--- src/rtl/pixie_arb_pkg.sv ---
// Shared types and constants for the Pixie memory arbiter.
package pixie_arb_pkg;

  typedef enum logic [1:0] {
    IDLE  = 2'd0,
    ISSUE = 2'd1,
    WAIT  = 2'd2,
    DONE  = 2'd3
  } arb_state_e;

  typedef enum logic {
    SRC_VID = 1'b0,
    SRC_CPU = 1'b1
  } arb_src_e;

  // Consecutive video grants tolerated while the CPU waits (guard build only).
  localparam int unsigned STARVE_LIMIT = 8;
  localparam int unsigned STARVE_CNT_W = 4;
  // Wide enough for RAM_LAT-1 with RAM_LAT up to 3.
  localparam int unsigned LAT_CNT_W    = 2;

endpackage

--- src/rtl/pixie_mem_arbiter.sv ---
// Single-port RAM arbiter between the Pixie DMA fetch port and the CDP1802 bus.
// Video has strict priority unless built with PIXIE_ARB_STARVE_GUARD_EN, which
// forces a CPU grant after STARVE_LIMIT video grants made while the CPU waits.
module pixie_mem_arbiter
  import pixie_arb_pkg::*;
#(
  parameter int unsigned ADDR_W  = 16,
  parameter int unsigned RAM_LAT = 1
) (
  input  logic              clk,
  input  logic              reset,
  input  logic [ADDR_W-1:0] vid_addr,
  input  logic              vid_req,
  output logic              vid_ack,
  output logic [7:0]        vid_data,
  input  logic [ADDR_W-1:0] cpu_addr,
  input  logic              cpu_rd,
  input  logic              cpu_wr,
  input  logic [7:0]        cpu_wdata,
  output logic [7:0]        cpu_rdata,
  output logic              cpu_ack,
  output logic              cpu_wait,
  output logic              mem_en,
  output logic              mem_we,
  output logic [ADDR_W-1:0] mem_addr,
  output logic [7:0]        mem_wdata,
  input  logic [7:0]        mem_rdata
);

  if ((RAM_LAT == 0) || (RAM_LAT > 3)) begin : g_bad_ram_lat
    $error("pixie_mem_arbiter: RAM_LAT must be in 1..3");
  end

  arb_state_e            r_state, w_state_nxt;
  arb_src_e              r_src, w_src_nxt;
  logic [ADDR_W-1:0]     r_addr, w_addr_nxt;
  logic [7:0]            r_wdata, w_wdata_nxt;
  logic                  r_we, w_we_nxt;
  logic [LAT_CNT_W-1:0]  r_cnt, w_cnt_nxt;
  logic                  r_mem_en, w_mem_en_nxt;
  logic                  r_mem_we, w_mem_we_nxt;
  logic                  r_vid_ack, w_vid_ack_nxt;
  logic                  r_cpu_ack, w_cpu_ack_nxt;
  logic [7:0]            r_vid_data, w_vid_data_nxt;
  logic [7:0]            r_cpu_rdata, w_cpu_rdata_nxt;

  logic                  w_cpu_req;
  logic                  w_force_cpu;
  logic                  w_grant_vid;
  logic                  w_grant_cpu;

  assign w_cpu_req = cpu_rd | cpu_wr;

`ifdef PIXIE_ARB_STARVE_GUARD_EN
  logic [STARVE_CNT_W-1:0] r_starve_cnt;

  assign w_force_cpu = w_cpu_req && (r_starve_cnt == STARVE_CNT_W'(STARVE_LIMIT));

  // Count video grants that overtook a waiting CPU; reset once the CPU is served or gone.
  always_ff @(posedge clk or negedge reset) begin
    if (!reset) begin
      r_starve_cnt <= '0;
    end else if (r_state == IDLE) begin
      if (!w_cpu_req || w_grant_cpu) begin
        r_starve_cnt <= '0;
      end else if (w_grant_vid) begin
        r_starve_cnt <= r_starve_cnt + STARVE_CNT_W'(1);
      end
    end
  end
`else
  assign w_force_cpu = 1'b0;
`endif

  assign w_grant_vid = (r_state == IDLE) && vid_req && !w_force_cpu;
  assign w_grant_cpu = (r_state == IDLE) && w_cpu_req && !w_grant_vid;

  // Next-state and next-output decode for the access sequencer.
  always_comb begin
    w_state_nxt     = r_state;
    w_src_nxt       = r_src;
    w_addr_nxt      = r_addr;
    w_wdata_nxt     = r_wdata;
    w_we_nxt        = r_we;
    w_cnt_nxt       = r_cnt;
    w_mem_en_nxt    = 1'b0;
    w_mem_we_nxt    = 1'b0;
    w_vid_ack_nxt   = 1'b0;
    w_cpu_ack_nxt   = 1'b0;
    w_vid_data_nxt  = r_vid_data;
    w_cpu_rdata_nxt = r_cpu_rdata;

    unique case (r_state)
      IDLE: begin
        if (w_grant_vid) begin
          w_state_nxt  = ISSUE;
          w_src_nxt    = SRC_VID;
          w_addr_nxt   = vid_addr;
          w_we_nxt     = 1'b0;
          w_mem_en_nxt = 1'b1;
        end else if (w_grant_cpu) begin
          // A simultaneous rd+wr is illegal; the write wins.
          w_state_nxt  = ISSUE;
          w_src_nxt    = SRC_CPU;
          w_addr_nxt   = cpu_addr;
          w_wdata_nxt  = cpu_wdata;
          w_we_nxt     = cpu_wr;
          w_mem_en_nxt = 1'b1;
          w_mem_we_nxt = cpu_wr;
        end
      end
      ISSUE: begin
        if (r_we) begin
          w_state_nxt   = DONE;
          w_cpu_ack_nxt = 1'b1;
        end else begin
          w_state_nxt = WAIT;
          w_cnt_nxt   = LAT_CNT_W'(RAM_LAT - 1);
        end
      end
      WAIT: begin
        if (r_cnt == '0) begin
          w_state_nxt = DONE;
          if (r_src == SRC_VID) begin
            w_vid_data_nxt = mem_rdata;
            w_vid_ack_nxt  = 1'b1;
          end else begin
            w_cpu_rdata_nxt = mem_rdata;
            w_cpu_ack_nxt   = 1'b1;
          end
        end else begin
          w_cnt_nxt = r_cnt - LAT_CNT_W'(1);
        end
      end
      DONE: begin
        w_state_nxt = IDLE;
      end
      default: begin
        w_state_nxt = IDLE;
      end
    endcase
  end

  // State, latched request and registered outputs.
  always_ff @(posedge clk or negedge reset) begin
    if (!reset) begin
      r_state     <= IDLE;
      r_src       <= SRC_VID;
      r_addr      <= '0;
      r_wdata     <= '0;
      r_we        <= 1'b0;
      r_cnt       <= '0;
      r_mem_en    <= 1'b0;
      r_mem_we    <= 1'b0;
      r_vid_ack   <= 1'b0;
      r_cpu_ack   <= 1'b0;
      r_vid_data  <= '0;
      r_cpu_rdata <= '0;
    end else begin
      r_state     <= w_state_nxt;
      r_src       <= w_src_nxt;
      r_addr      <= w_addr_nxt;
      r_wdata     <= w_wdata_nxt;
      r_we        <= w_we_nxt;
      r_cnt       <= w_cnt_nxt;
      r_mem_en    <= w_mem_en_nxt;
      r_mem_we    <= w_mem_we_nxt;
      r_vid_ack   <= w_vid_ack_nxt;
      r_cpu_ack   <= w_cpu_ack_nxt;
      r_vid_data  <= w_vid_data_nxt;
      r_cpu_rdata <= w_cpu_rdata_nxt;
    end
  end

  assign vid_ack   = r_vid_ack;
  assign vid_data  = r_vid_data;
  assign cpu_ack   = r_cpu_ack;
  assign cpu_rdata = r_cpu_rdata;
  assign cpu_wait  = w_cpu_req & ~r_cpu_ack;
  assign mem_en    = r_mem_en;
  assign mem_we    = r_mem_we;
  assign mem_addr  = r_addr;
  assign mem_wdata = r_wdata;

  // The CPU must never read and write in the same cycle.
  a_cpu_rd_wr_excl: assert property (@(posedge clk) disable iff (!reset) !(cpu_rd && cpu_wr));

endmodule
--- config.mk ---
export PLATFORM = sky130hd
export DESIGN_NAME = pixie_mem_arbiter
export DESIGN_NICKNAME = d
export VERILOG_FILES = /design/src/rtl/pixie_arb_pkg.sv /design/src/rtl/pixie_mem_arbiter.sv
export SDC_FILE = /design/constraint.sdc
export NUM_CORES = 1
export LEC_CHECK = 0
export BUFFER_PORTS_ARGS = -buffer_cell sky130_fd_sc_hd__buf_2
export CAP_MARGIN = 10
export CORE_MARGIN = 2
export CORE_UTILIZATION = 40
export CTS_CLUSTER_DIAMETER = 200
export DETAILED_ROUTE_END_ITERATION = 12
export PLACE_DENSITY = 0.69
export SLEW_MARGIN = 20
export SYNTH_ARGS = -nofsm -noshare
export SYNTH_HDL_FRONTEND = slang
export SYNTH_SLANG_ARGS = --single-unit
--- constraint.sdc ---
create_clock -name clk -period 2.4 [get_ports clk]
set_input_delay 0.24 -clock clk [delete_from_list [all_inputs] [get_ports clk]]
set_output_delay 0.24 -clock clk [all_outputs]
set_load 0.1 [all_outputs]
# [Yosys cells after proc, flatten, opt, wreduce, memory -nomap -nowiden]
# Index checks and enable logic that the tools add are counted.
[word_totals] regBits=50 in_bits=53 out_inout_bits=45 wordCells=66
[classes] addsub=1 n_eq_ne=7 mux=27 n_bitwise=5 reduce_logical=14
[ops] cell="2-to-1 mux 16 bit" count=2
[ops] cell="2-to-1 mux 1 bit" count=17
[ops] cell="AND reduction 3 bit" count=4
[ops] cell="2-to-1 mux 2 bit" count=5
[ops] cell="case mux 2 bit (4 select lines)" count=1
[ops] cell="inequality test 2 bit, second input constant" count=3
[ops] cell="== test 2 bit, second input constant" count=2
[ops] cell="zero test 2 bit" count=2
[ops] cell="case mux 2 bit (2 select lines)" count=1
[ops] cell="AND reduction 2 bit" count=2
[ops] cell="nonzero test 2 bit" count=2
[ops] cell="logical AND 1 bit" count=3
[ops] cell="inequality test 3 bit, second input constant" count=1
[ops] cell="NOT 1 bit" count=3
[ops] cell="== test 2 x 1 -> 1 bit, second input constant" count=1
[ops] cell="case mux 1 bit (2 select lines)" count=1
[ops] cell="subtractor 2 x 1 -> 2 bit, second input constant" count=1
[ops] cell="AND 1 bit" count=1
[ops] cell="zero test 1 bit" count=1
[ops] cell="OR 1 bit" count=1

# [Longest topological paths before layout]
[depth] word_depth=7 ltp_mapped=7 mapped_depth_nobuf=5

# [Worst setup path after synthesis]
# OpenSTA, ideal clock, no wires.
[synth_path] path_type="reg2out" start="register r_cpu_ack (netlist: cpu_ack)" end="output cpu_wait" arrival_time_ns=2.144 t_required_ns=2.160 slack_ns=0.016 stages_incl_launch_ff=2 path_buffers=0 path_cell_list="dfrtp_1 nor2_1"
[synth_via] elab_chain_len=2
[synth_lines] item="from (decl)" line_no="pixie_mem_arbiter.sv:43" text="logic r_cpu_ack, w_cpu_ack_nxt;"
[synth_lines] item="from (signal assigned)" line_no="pixie_mem_arbiter.sv:169" text="r_cpu_ack <= w_cpu_ack_nxt;"
[synth_lines] item="NOT 1 bit" line_no="pixie_mem_arbiter.sv:179" text="assign cpu_wait = w_cpu_req & ~r_cpu_ack;"
[synth_lines] item="AND 1 bit" line_no="pixie_mem_arbiter.sv:179"
[synth_lines] item="to (decl)" line_no="pixie_mem_arbiter.sv:22" text="output logic cpu_wait,"
# Every way passes these cells.

# [Worst setup path after layout]
[layout_path] start="register r_state[0]" end="register r_wdata[6] (netlist: mem_wdata[6])"
[layout_via] elab_chain_len=5 elab_cells_between_ends=7 classes_between="bitwise: 1; reduce/logical: 6"
[layout_lines] item="from (decl)" line_no="pixie_mem_arbiter.sv:34" text="arb_state_e r_state, w_state_nxt;"
[layout_lines] item="from (signal assigned)" line_no="pixie_mem_arbiter.sv:160" text="r_state <= w_state_nxt;"
[layout_lines] item="zero test 2 bit *" line_no="pixie_mem_arbiter.sv:75, pixie_mem_arbiter.sv:76, pixie_mem_arbiter.sv:93"
[layout_lines] item="logical AND 1 bit" line_no="pixie_mem_arbiter.sv:75" text="assign w_grant_vid = (r_state == IDLE) && vid_req && !w_force_cpu;"
[layout_lines] item="zero test 1 bit" line_no="pixie_mem_arbiter.sv:76" text="assign w_grant_cpu = (r_state == IDLE) && w_cpu_req && !w_grant_vid;"
[layout_lines] item="logical AND 1 bit" line_no="pixie_mem_arbiter.sv:76"
[layout_lines] item="AND reduction 3 bit (no source line) *"
[layout_lines] item="to (signal assigned)" line_no="pixie_mem_arbiter.sv:163" text="r_wdata <= w_wdata_nxt;"
[layout_lines] item="to (decl)" line_no="pixie_mem_arbiter.sv:37" text="logic [7:0] r_wdata, w_wdata_nxt;"
# Every way passes the cells marked *; elsewhere a longest branch is shown, timed or not.
# A chain may end at the register's enable or synchronous reset.

==> run_results.csv <==
group,metric,value,unit
route,dr.first_iter.drc_count,58,
timing,rsz0062_at_grt,"false",
layout,num-nets-final,327,
route,drc_errors,0,
critical_path,cp.arrival,2.08,ns
yosys,synth_enable_flop_cells,0,
placed_design,dp_hpwl,3330,um
yosys,synth_cell_type_count,34,
yosys,synth-seq-area-share,0.547,
critical_path,crit_path_max_fanout,8,
die,die_w,79.6,um
yosys,netlist_area,2290,um^2
yosys,ys_warn_count,0,
layout,syn_to_final_growth,28.0,%
die,rows,27,
yosys,synth-seq-cells,50,
clock_network,cts_htree_levels,2,
timing,timing.hold.ws,0.176,ns
timing,tightest_slew,0.698,ns
clock_network,tritoncts,"done",
flow_run,max_cap_violations,0,
global_routing,grt_usage,0.145,
die,die_area,6340,um^2
route,wl,4390,um
timing,period_share,0.790,
route,dr.pass1.iters,4,
timing,finalMaxSlewViolations,0,
route,avgRoutedWirePerCell,12.8,um
clock_network,root_buffer,"clkbuf_8",
worst_hold_path,hp-class,"input pin to register",
critical_path,end_kind,"register",
timing,fin_crit,1.90,ns
yosys,async_reset_ff_frac,1.00,
die,core,5510,um^2
timing,hold_viol,0,
yosys,synth_fp_nets,227,
timing,setup_viol,0,
timing,fmax,0.527,GHz
yosys,syn-instance-count,170,
route,via_per_inst,4.64,
die,start_util,0.416,
layout,drive_gt1_frac,0.565,
route,dr_total_vias,1590,
clock_network,cts_setup_buffers,0,
critical_path,critPathLaunchType,"register",
clock_network,holdBufCountCts,1,
placed_design,gp_congestion,0.783,
clock_network,post_cts_resized,0,
timing,slew_headroom,0.535,
global_routing,grt_pass1_vias,1538,
yosys,syn-mean-instance-area,13.5,um^2
critical_path,worstSetupPathType,"register to register",
critical_path,critPathRequiredTime,2.58,ns
clock_network,clk_path_buf_depth,2,
clock_network,cts.sinks,50,
route,ant_nets,0,
die,chipHeight,79.6,um
layout,n_antenna_cell,0,
die,io_pins,98,
timing,final.setup_skew,0.00385,ns
yosys,synthFlopType,"dfrtp_1",
clock_network,clkTransAtPathRegs,0.09,ns
clock_network,cts_buffers,5,
global_routing,grt_max_degree,39,
global_routing,antenna_found_initial,0,
placed_design,port_buffers,97,
clock_network,clock_latency,0.29,ns
timing,tns,0,ns
global_routing,grt.overflow.total,0,
status,status,"complete, no violations",
global_routing,grt_pass1_wl,7040,um
## state kept, by name, summed over array words and instances, names as in the netlist, 2 cells and up
name and flops:
mem_addr 16, cpu_rdata 8, mem_wdata 8, vid_data 8, r_cnt 2, r_state 2
## cells in the final DEF (no fill, tap or decap), types with 2 or more instances in the layout
master    netlist  routed
buf_2           1      97
dfrtp_1        50      50
nand2_1        18      18
mux2_2         17      17
mux2i_1        16      16
o21ai_2        12      12
mux2_4          8       8
inv_1           7       7
clkbuf_8        0       5
nor2_1          4       4
o21ai_1         4       4
ha_1            4       4
nor2b_4         2       2
a211oi_1        2       2
clkinv_2        0       2
buf_4           1       2
## cell families after synthesis
kind of cell               Yosys count  synth area share
AOI/OAI and AO/OA                   30             0.107
DFF                                 50             0.547
muxes                               41             0.206
and+or+nand+nor                     31            0.0765
adders and majority gates            4            0.0219
buffers and inverters               14            0.0416
## area by class of cell
type / count / area [um^2]
Clock inverter: 3 / 40.0
Timing Repair Buffer: 100 / 510
Fill cell: 487 / 2580
Tap cell: 72 / 90.1
Clock buffer: 5 / 68.8
Inverter: 7 / 26.3
Sequential cell: 50 / 1250
Multi-Input combinational cell: 106 / 942
## critical path, cell delays in order (launching register included)
cell,delay (ns)
dfrtp_1,0.41
inv_1,0.11
ha_1,0.35
nor2b_4,0.23
nor2b_4,0.35
mux2_4,0.34
## metal layers
metal	GRT usage	up-vias	part of all wire
li1	-	791	-
met1	0.187	713	0.45
met2	0.227	81	0.44
met3	0.0475	5	0.097
met4	0.0517	0	0.014
met5	0	-	0
## Yosys cell counts (2+ instances only)
cell type  count  share of area
ha_1           4          0.022
mux2_4         8          0.052
o21ai_2       12          0.046
inv_1          7          0.011
buf_6          5          0.025
nor2_1         4         0.0066
mux2_2        17          0.084
dfrtp_1       50           0.55
a211oi_1       2         0.0066
o21ai_1        4         0.0087
nor2b_4        2          0.012
mux2i_1       16          0.070
nand2_1       18          0.030
## path summary, 6_finish.rpt
| path | startpoint | endpoint | slack [ns] | cells past startpoint |
|---|---|---|---|---|
| setup / recovery | r_state[0] | mem_wdata[6] | 0.50 | 5 |
| hold / removal | cpu_wdata[7] | mem_wdata[7] | 0.18 | 2 |
| setup reg to reg | r_state[0] | mem_wdata[6] | 0.50 | 5 |
| hold reg to reg | mem_addr[9] | mem_addr[9] | 0.48 | 2 |
| max in group asynchronous | reset | cpu_rdata[5] | 1.29 | 3 |
| min in group asynchronous | reset | mem_addr[4] | 0.35 | 2 |
## stage by stage
stage	instance area, um^2	util	cells	setup slack [ns]
3_5_place_dp	2810	0.510	334	0.527
4_1_cts	2930	0.532	343	0.507
6_report	2930	0.532	343	0.503
3_3_place_gp	2810	0.510	334	0.603
5_1_grt	2930	0.532	343	0.364
2_1_floorplan	2290	-	170	0.0161
Power is not shown: default switching activity piles up to over one toggle a cycle in this logic, so the estimate is an artifact.
